<file path="src/rtl/wb_master.sv">
// wb_master: command/response front end for a classic single-beat Wishbone
// initiator. Commands queue in a small FIFO; each one becomes one Wishbone
// cycle. The cycle ends on ack or after a fixed number of cycles without one.
//
// Handshakes: a command transfers on any rising edge where i_cmd_valid and
// o_cmd_ready are both high. Valid may arrive before ready; the command is
// only taken when ready is high. There is no response back-pressure:
// o_rsp_valid is a one-cycle pulse that the host must capture when it sees it.
module wb_master #(
  parameter int mem_width  = 16,
  parameter int adr_width  = 16,
  parameter int fifo_depth = 4,
  parameter int timeout    = 16
) (
  input  logic                 i_wb_clk,
  input  logic                 i_wb_rst,
  input  logic                 i_cmd_valid,
  output logic                 o_cmd_ready,
  input  logic                 i_cmd_we,
  input  logic [adr_width-1:0] i_cmd_adr,
  input  logic [mem_width-1:0] i_cmd_data,
  output logic                 o_rsp_valid,
  output logic [mem_width-1:0] o_rsp_data,
  output logic                 o_rsp_err,
  output logic                 o_wb_cyc,
  output logic                 o_wb_stb,
  output logic                 o_wb_we,
  output logic [adr_width-1:0] o_wb_adr,
  output logic [mem_width-1:0] o_wb_data,
  input  logic [mem_width-1:0] i_wb_data,
  input  logic                 i_wb_ack,
  output logic                 o_busy,
  output logic                 o_dbg_state
);

  localparam int ptr_w = $clog2(fifo_depth);
  localparam int cnt_w = ptr_w + 1;
  localparam int tmr_w = $clog2(timeout);
  localparam int ent_w = 1 + adr_width + mem_width;

  localparam logic [cnt_w-1:0] cnt_full = cnt_w'(fifo_depth);
  localparam logic [tmr_w-1:0] tmr_last = tmr_w'(timeout - 1);

  typedef enum logic {
    st_idle = 1'b0,
    st_wait = 1'b1
  } state_t;

  state_t state_q;
  state_t state_d;

  // Command FIFO storage and bookkeeping
  logic [ent_w-1:0] fifo_mem [fifo_depth];
  logic [ptr_w-1:0] wr_ptr;
  logic [ptr_w-1:0] rd_ptr;
  logic [cnt_w-1:0] count;
  logic             full;
  logic             empty;
  logic             push;
  logic             pop;

  logic [ent_w-1:0]     head;
  logic                 head_we;
  logic [adr_width-1:0] head_adr;
  logic [mem_width-1:0] head_data;

  // Wait counter and next values of the registered outputs
  logic [tmr_w-1:0]     wait_cnt;
  logic [tmr_w-1:0]     wait_cnt_d;
  logic                 tmr_hit;
  logic                 cyc_d;
  logic                 we_d;
  logic [adr_width-1:0] adr_d;
  logic [mem_width-1:0] wdata_d;
  logic                 rsp_valid_d;
  logic                 rsp_err_d;
  logic [mem_width-1:0] rsp_data_d;

  assign full  = (count == cnt_full);
  assign empty = (count == '0);
  // A full FIFO drops the push because ready is already low.
  assign push  = i_cmd_valid & ~full;
  // Only pop when a command is actually stored before this edge.
  assign pop   = (state_q == st_idle) & ~empty;

  assign head      = fifo_mem[rd_ptr];
  assign head_we   = head[ent_w-1];
  assign head_adr  = head[mem_width +: adr_width];
  assign head_data = head[mem_width-1:0];

  assign tmr_hit = (wait_cnt == tmr_last);

  assign o_cmd_ready = ~full;
  assign o_busy      = ~empty | (state_q == st_wait);
  assign o_dbg_state = state_q;

  // FIFO entry write; storage needs no reset because count guards reads
  always_ff @(posedge i_wb_clk) begin
    if (push) begin
      fifo_mem[wr_ptr] <= {i_cmd_we, i_cmd_adr, i_cmd_data};
    end
  end

  // FIFO pointers and occupancy; pointers wrap naturally at power-of-two depth
  always_ff @(posedge i_wb_clk or posedge i_wb_rst) begin
    if (i_wb_rst) begin
      wr_ptr <= '0;
      rd_ptr <= '0;
      count  <= '0;
    end else begin
      if (push) wr_ptr <= wr_ptr + 1'b1;
      if (pop)  rd_ptr <= rd_ptr + 1'b1;
      case ({push, pop})
        2'b10:   count <= count + 1'b1;
        2'b01:   count <= count - 1'b1;
        default: count <= count;
      endcase
    end
  end

  // State register
  always_ff @(posedge i_wb_clk or posedge i_wb_rst) begin
    if (i_wb_rst) state_q <= st_idle;
    else          state_q <= state_d;
  end

  // Next-state: start a cycle when work is queued, finish on ack or timeout
  always_comb begin
    state_d = state_q;
    case (state_q)
      st_idle: if (!empty)             state_d = st_wait;
      st_wait: if (i_wb_ack || tmr_hit) state_d = st_idle;
      default:                         state_d = st_idle;
    endcase
  end

  // Output next values: load bus from FIFO head, build response on completion
  always_comb begin
    cyc_d       = o_wb_cyc;
    we_d        = o_wb_we;
    adr_d       = o_wb_adr;
    wdata_d     = o_wb_data;
    wait_cnt_d  = wait_cnt;
    rsp_valid_d = 1'b0;
    rsp_err_d   = 1'b0;
    rsp_data_d  = '0;
    case (state_q)
      st_idle: begin
        if (!empty) begin
          cyc_d      = 1'b1;
          we_d       = head_we;
          adr_d      = head_adr;
          wdata_d    = head_data;
          wait_cnt_d = '0;
        end
      end
      st_wait: begin
        if (i_wb_ack) begin
          // Ack wins even on the timeout edge.
          cyc_d       = 1'b0;
          rsp_valid_d = 1'b1;
          rsp_data_d  = o_wb_we ? '0 : i_wb_data;
        end else if (tmr_hit) begin
          cyc_d       = 1'b0;
          rsp_valid_d = 1'b1;
          rsp_err_d   = 1'b1;
        end else begin
          wait_cnt_d = wait_cnt + 1'b1;
        end
      end
      default: cyc_d = 1'b0;
    endcase
  end

  // Registered Wishbone and response outputs
  always_ff @(posedge i_wb_clk or posedge i_wb_rst) begin
    if (i_wb_rst) begin
      o_wb_cyc    <= 1'b0;
      o_wb_stb    <= 1'b0;
      o_wb_we     <= 1'b0;
      o_wb_adr    <= '0;
      o_wb_data   <= '0;
      wait_cnt    <= '0;
      o_rsp_valid <= 1'b0;
      o_rsp_err   <= 1'b0;
      o_rsp_data  <= '0;
    end else begin
      o_wb_cyc    <= cyc_d;
      o_wb_stb    <= cyc_d;
      o_wb_we     <= we_d;
      o_wb_adr    <= adr_d;
      o_wb_data   <= wdata_d;
      wait_cnt    <= wait_cnt_d;
      o_rsp_valid <= rsp_valid_d;
      o_rsp_err   <= rsp_err_d;
      o_rsp_data  <= rsp_data_d;
    end
  end

endmodule

</file>
<file path="config.mk">
export PLATFORM = sky130hd
export DESIGN_NAME = wb_master
export DESIGN_NICKNAME = d
export VERILOG_FILES = /design/src/rtl/wb_master.sv
export SDC_FILE = /design/constraint.sdc
export NUM_CORES = 1
export LEC_CHECK = 0
export CORE_ASPECT_RATIO = 0.5
export CORE_MARGIN = 2
export CORE_UTILIZATION = 54
export CTS_CLUSTER_DIAMETER = 150
export DETAILED_ROUTE_END_ITERATION = 8
export MAX_ROUTING_LAYER = met4
export PLACE_DENSITY = 0.91
export SLEW_MARGIN = 10
export SYNTH_ARGS = -nofsm -noshare
export SYNTH_HDL_FRONTEND = slang
export SYNTH_SLANG_ARGS = --single-unit
</file>
<file path="constraint.sdc">
create_clock -name i_wb_clk -period 2.45 [get_ports i_wb_clk]
set_clock_uncertainty 0.15 [all_clocks]
set_input_delay 0.245 -clock i_wb_clk [delete_from_list [all_inputs] [get_ports i_wb_clk]]
set_output_delay 0.245 -clock i_wb_clk [all_outputs]
set_load 0.01 [all_outputs]
</file>
==> metrics <==
period utilization 0.959; CP Cell Sequence buf_4 -> nor4_2 -> buf_4 -> inv_1 -> clkdlybuf4s50_1; setup violators final 0; required time worst endpoint 2.06 ns; Worst Setup End Kind primary output; sequential share of the synthesized area 0.746; RePlAce Congestion 0.711; sequential share of power 0.440; NumNets Final 532; worst-margin pin slew 0.949 ns; Setup Fix Bufs, Post-CTS 0; P&R area growth vs syn 25.3%; Main synth FF type edfxtp_1; pre-CTS setup slack 0.124 ns; async set-or-reset flop fraction in the synthesized netlist 0.327; clock root cell clkbuf_16; number of I/O pins 109; Clock Power Share 0.242; switching power total 3.24 mW; Multi-input gate area 1740 um2; largest cells by area after synthesis edfxtp_1, dfrtp_1, mux4_2; Port Buffers 108; first-pass GRT wire length 21.3 mm; Die Height 87.1 um; vias in the first global route 3819; P_leak 3.48 nW; mapped cell area 7460 um2; share of layout cells above drive strength 1 0.237; cell taking the most area after synthesis edfxtp_1; Detailed Route Iter0 Violations 225; CP startpoint kind register; Tmin final 2.35 ns; Clock Sinks 196; Core Footprint 13500 um2; library cells used by synthesis 39; critical path class reg2out; Max Cap Violations 0; Max-slew headroom 0.368; Routed Antenna Nets 0; RSZ-0062 raised after global routing no; drt pass-1 iters 4; Fill cells 820; status completed; switch share 0.288; Clock Path Buffers 2; Worst-Skew Late Latency 0.42 ns; sequential cell area 5570 um2; VDD IR-drop max 694 uV; final hold violations 0; Worst path most repeated cell buf_4; CTS tree yes; Setup TNS Final 0 ns; register-to-register setup slack 0.11 ns; antenna diode count 0; Synth Area per Inst 21.3 um2; Die Area 14800 um2; total routed wirelength 14.1 mm; flops & latches, synth 196; gr usage total 0.206; post-route setup slack 0.100 ns; Die X 170 um; WP data arrival 1.96 ns; top cells by count, synth edfxtp_1, dfrtp_1, mux2_4, mux4_2, and2_1; # rows 30; via count 3618; Worst Hold Class in2async; syn nets 410; Synth Instances 350; post-synth top area share 0.531; count leader, synth edfxtp_1; dpl hpwl 8.44 mm; hold_ws 0.0363 ns; delay of the slowest critical-path stage 0.48 ns; Slowest cell on crit path clkdlybuf4s50_1; initial antenna violation count 0; worst-path fanout max 4; WL/cell 21.3 um; CTS buffer count 17; Initial Util 0.552; fmax 426 MHz; YS warnings 0; Congestion Overflow GR 0; Final Max Slew Viols 0; number of vias per cell 5.47; CTS H-tree depth 4; combinational power share 0.318; number of synthesized flops with an enable pin 132; clk slew on worst S/H paths 0.07 ns; Hold-fix buffers, CTS 0; largest net degree at the start of global routing 37; # DRC 0; PwrDens 1200 nW/um2; Pint 8.01 mW
[metal layers]
metal | global-route usage | part of all wire | vias up | wire, um
met2 | 0.348 | 0.52 | 98 | 7270
met1 | 0.257 | 0.43 | 1907 | 6020
met4 | 0.0614 | 0.010 | 0 | 144
li1 | - | - | 1602 | -
met5 | - | 0 | - | 0
met3 | 0.0432 | 0.045 | 11 | 629
[placed cells by master (no fill, tap or decap), types with 5 or more instances in the layout]
cell | Yosys | final
and2_1 | 17 | 17
buf_4 | 4 | 6
clkbuf_16 | 0 | 17
clkdlybuf4s50_1 | 0 | 108
dfrtp_1 | 64 | 62
edfxtp_1 | 132 | 132
ha_1 | 6 | 6
inv_1 | 8 | 7
mux2_2 | 5 | 5
mux2_4 | 28 | 28
mux4_1 | 5 | 5
mux4_2 | 28 | 28
nor2_1 | 5 | 5
[kinds of logic (layout without fill, tap and decap cells)]
kind of cell / count (synthesis) / in the layout / synth area share
mux: 68 / 68 / 0.169
buf+inv: 23 / 158 / 0.0218
fa+ha+maj: 7 / 7 / 0.0127
xor+xnor: 7 / 7 / 0.00822
simple gates: 40 / 40 / 0.0327
compound gates: 9 / 9 / 0.00940
flops: 196 / 196 / 0.746
[critical path, delay by kind of cell (launching register included)]
| family | cells | cell delay (ns) |
|---|---|---|
| buffers and inverters | 4 | 0.86 |
| flip-flops | 1 | 0.39 |
| AND/OR/NAND/NOR | 1 | 0.28 |
[through the flow]
| step | instances | power (mW) | cell area [um2] | utilization |
|---|---|---|---|---|
| after global routing | 661 | 11.7 | 9350 | 0.692 |
| after floorplan | 350 | 7.20 | 7460 | - |
| final | 661 | 11.2 | 9350 | 0.692 |
| after global placement | 629 | 8.36 | 8760 | 0.648 |
| after CTS | 661 | 11.3 | 9340 | 0.691 |
| after detailed placement | 629 | 8.55 | 8760 | 0.648 |
[layout make-up]
class / instances / share of cell area
clock buffers: 18 / 0.0470
clock inverters: 14 / 0.0151
inverters: 8 / 0.00321
multi-input cells: 131 / 0.187
flip-flops and latches: 196 / 0.596
well taps: 176 / 0.0236
repair buffers: 118 / 0.129
[final timing paths]
| kind | start | endpoint | depth (start not counted) |
|---|---|---|---|
| max | count[0] | o_busy | 5 |
| min | i_wb_rst | wait_cnt[2] | 2 |
| min in group i_wb_clk | i_wb_data[2] | o_rsp_data[2] | 2 |
| min reg2reg | o_wb_adr[7] | o_wb_adr[7] | 1 |
| max in group asynchronous | i_wb_rst | o_wb_adr[9] | 3 |
| max reg2reg | count[2] | count[2] | 8 |
[what timing repair did]
action	4_1_cts	5_1_grt
hold endpoints to repair	0	0
gates resized for setup	0	2
setup endpoints to repair	0	2
[power by group through the flow]
stage	Combinational [mW]	Sequential, mW	Clock [mW]
5_1_grt	3.80	5.02	2.89
4_1_cts	3.60	4.95	2.75
3_5_place_dp	3.57	4.99	0
2_1_floorplan	2.23	4.97	0
3_3_place_gp	3.44	4.92	0
6_report	3.58	4.95	2.72
[flip-flops by register name (all words and copies together), names as in the netlist]
signal and cells:
wr_ptr 2, fifo_mem 132, o_wb_adr 16, o_dbg_state 1, o_rsp_err 1, rd_ptr 2, o_rsp_data 16, o_rsp_valid 1
o_wb_stb 1, wait_cnt 4, count 3, o_wb_we 1, o_wb_data 16
Power figures use the tool's default switching activity.
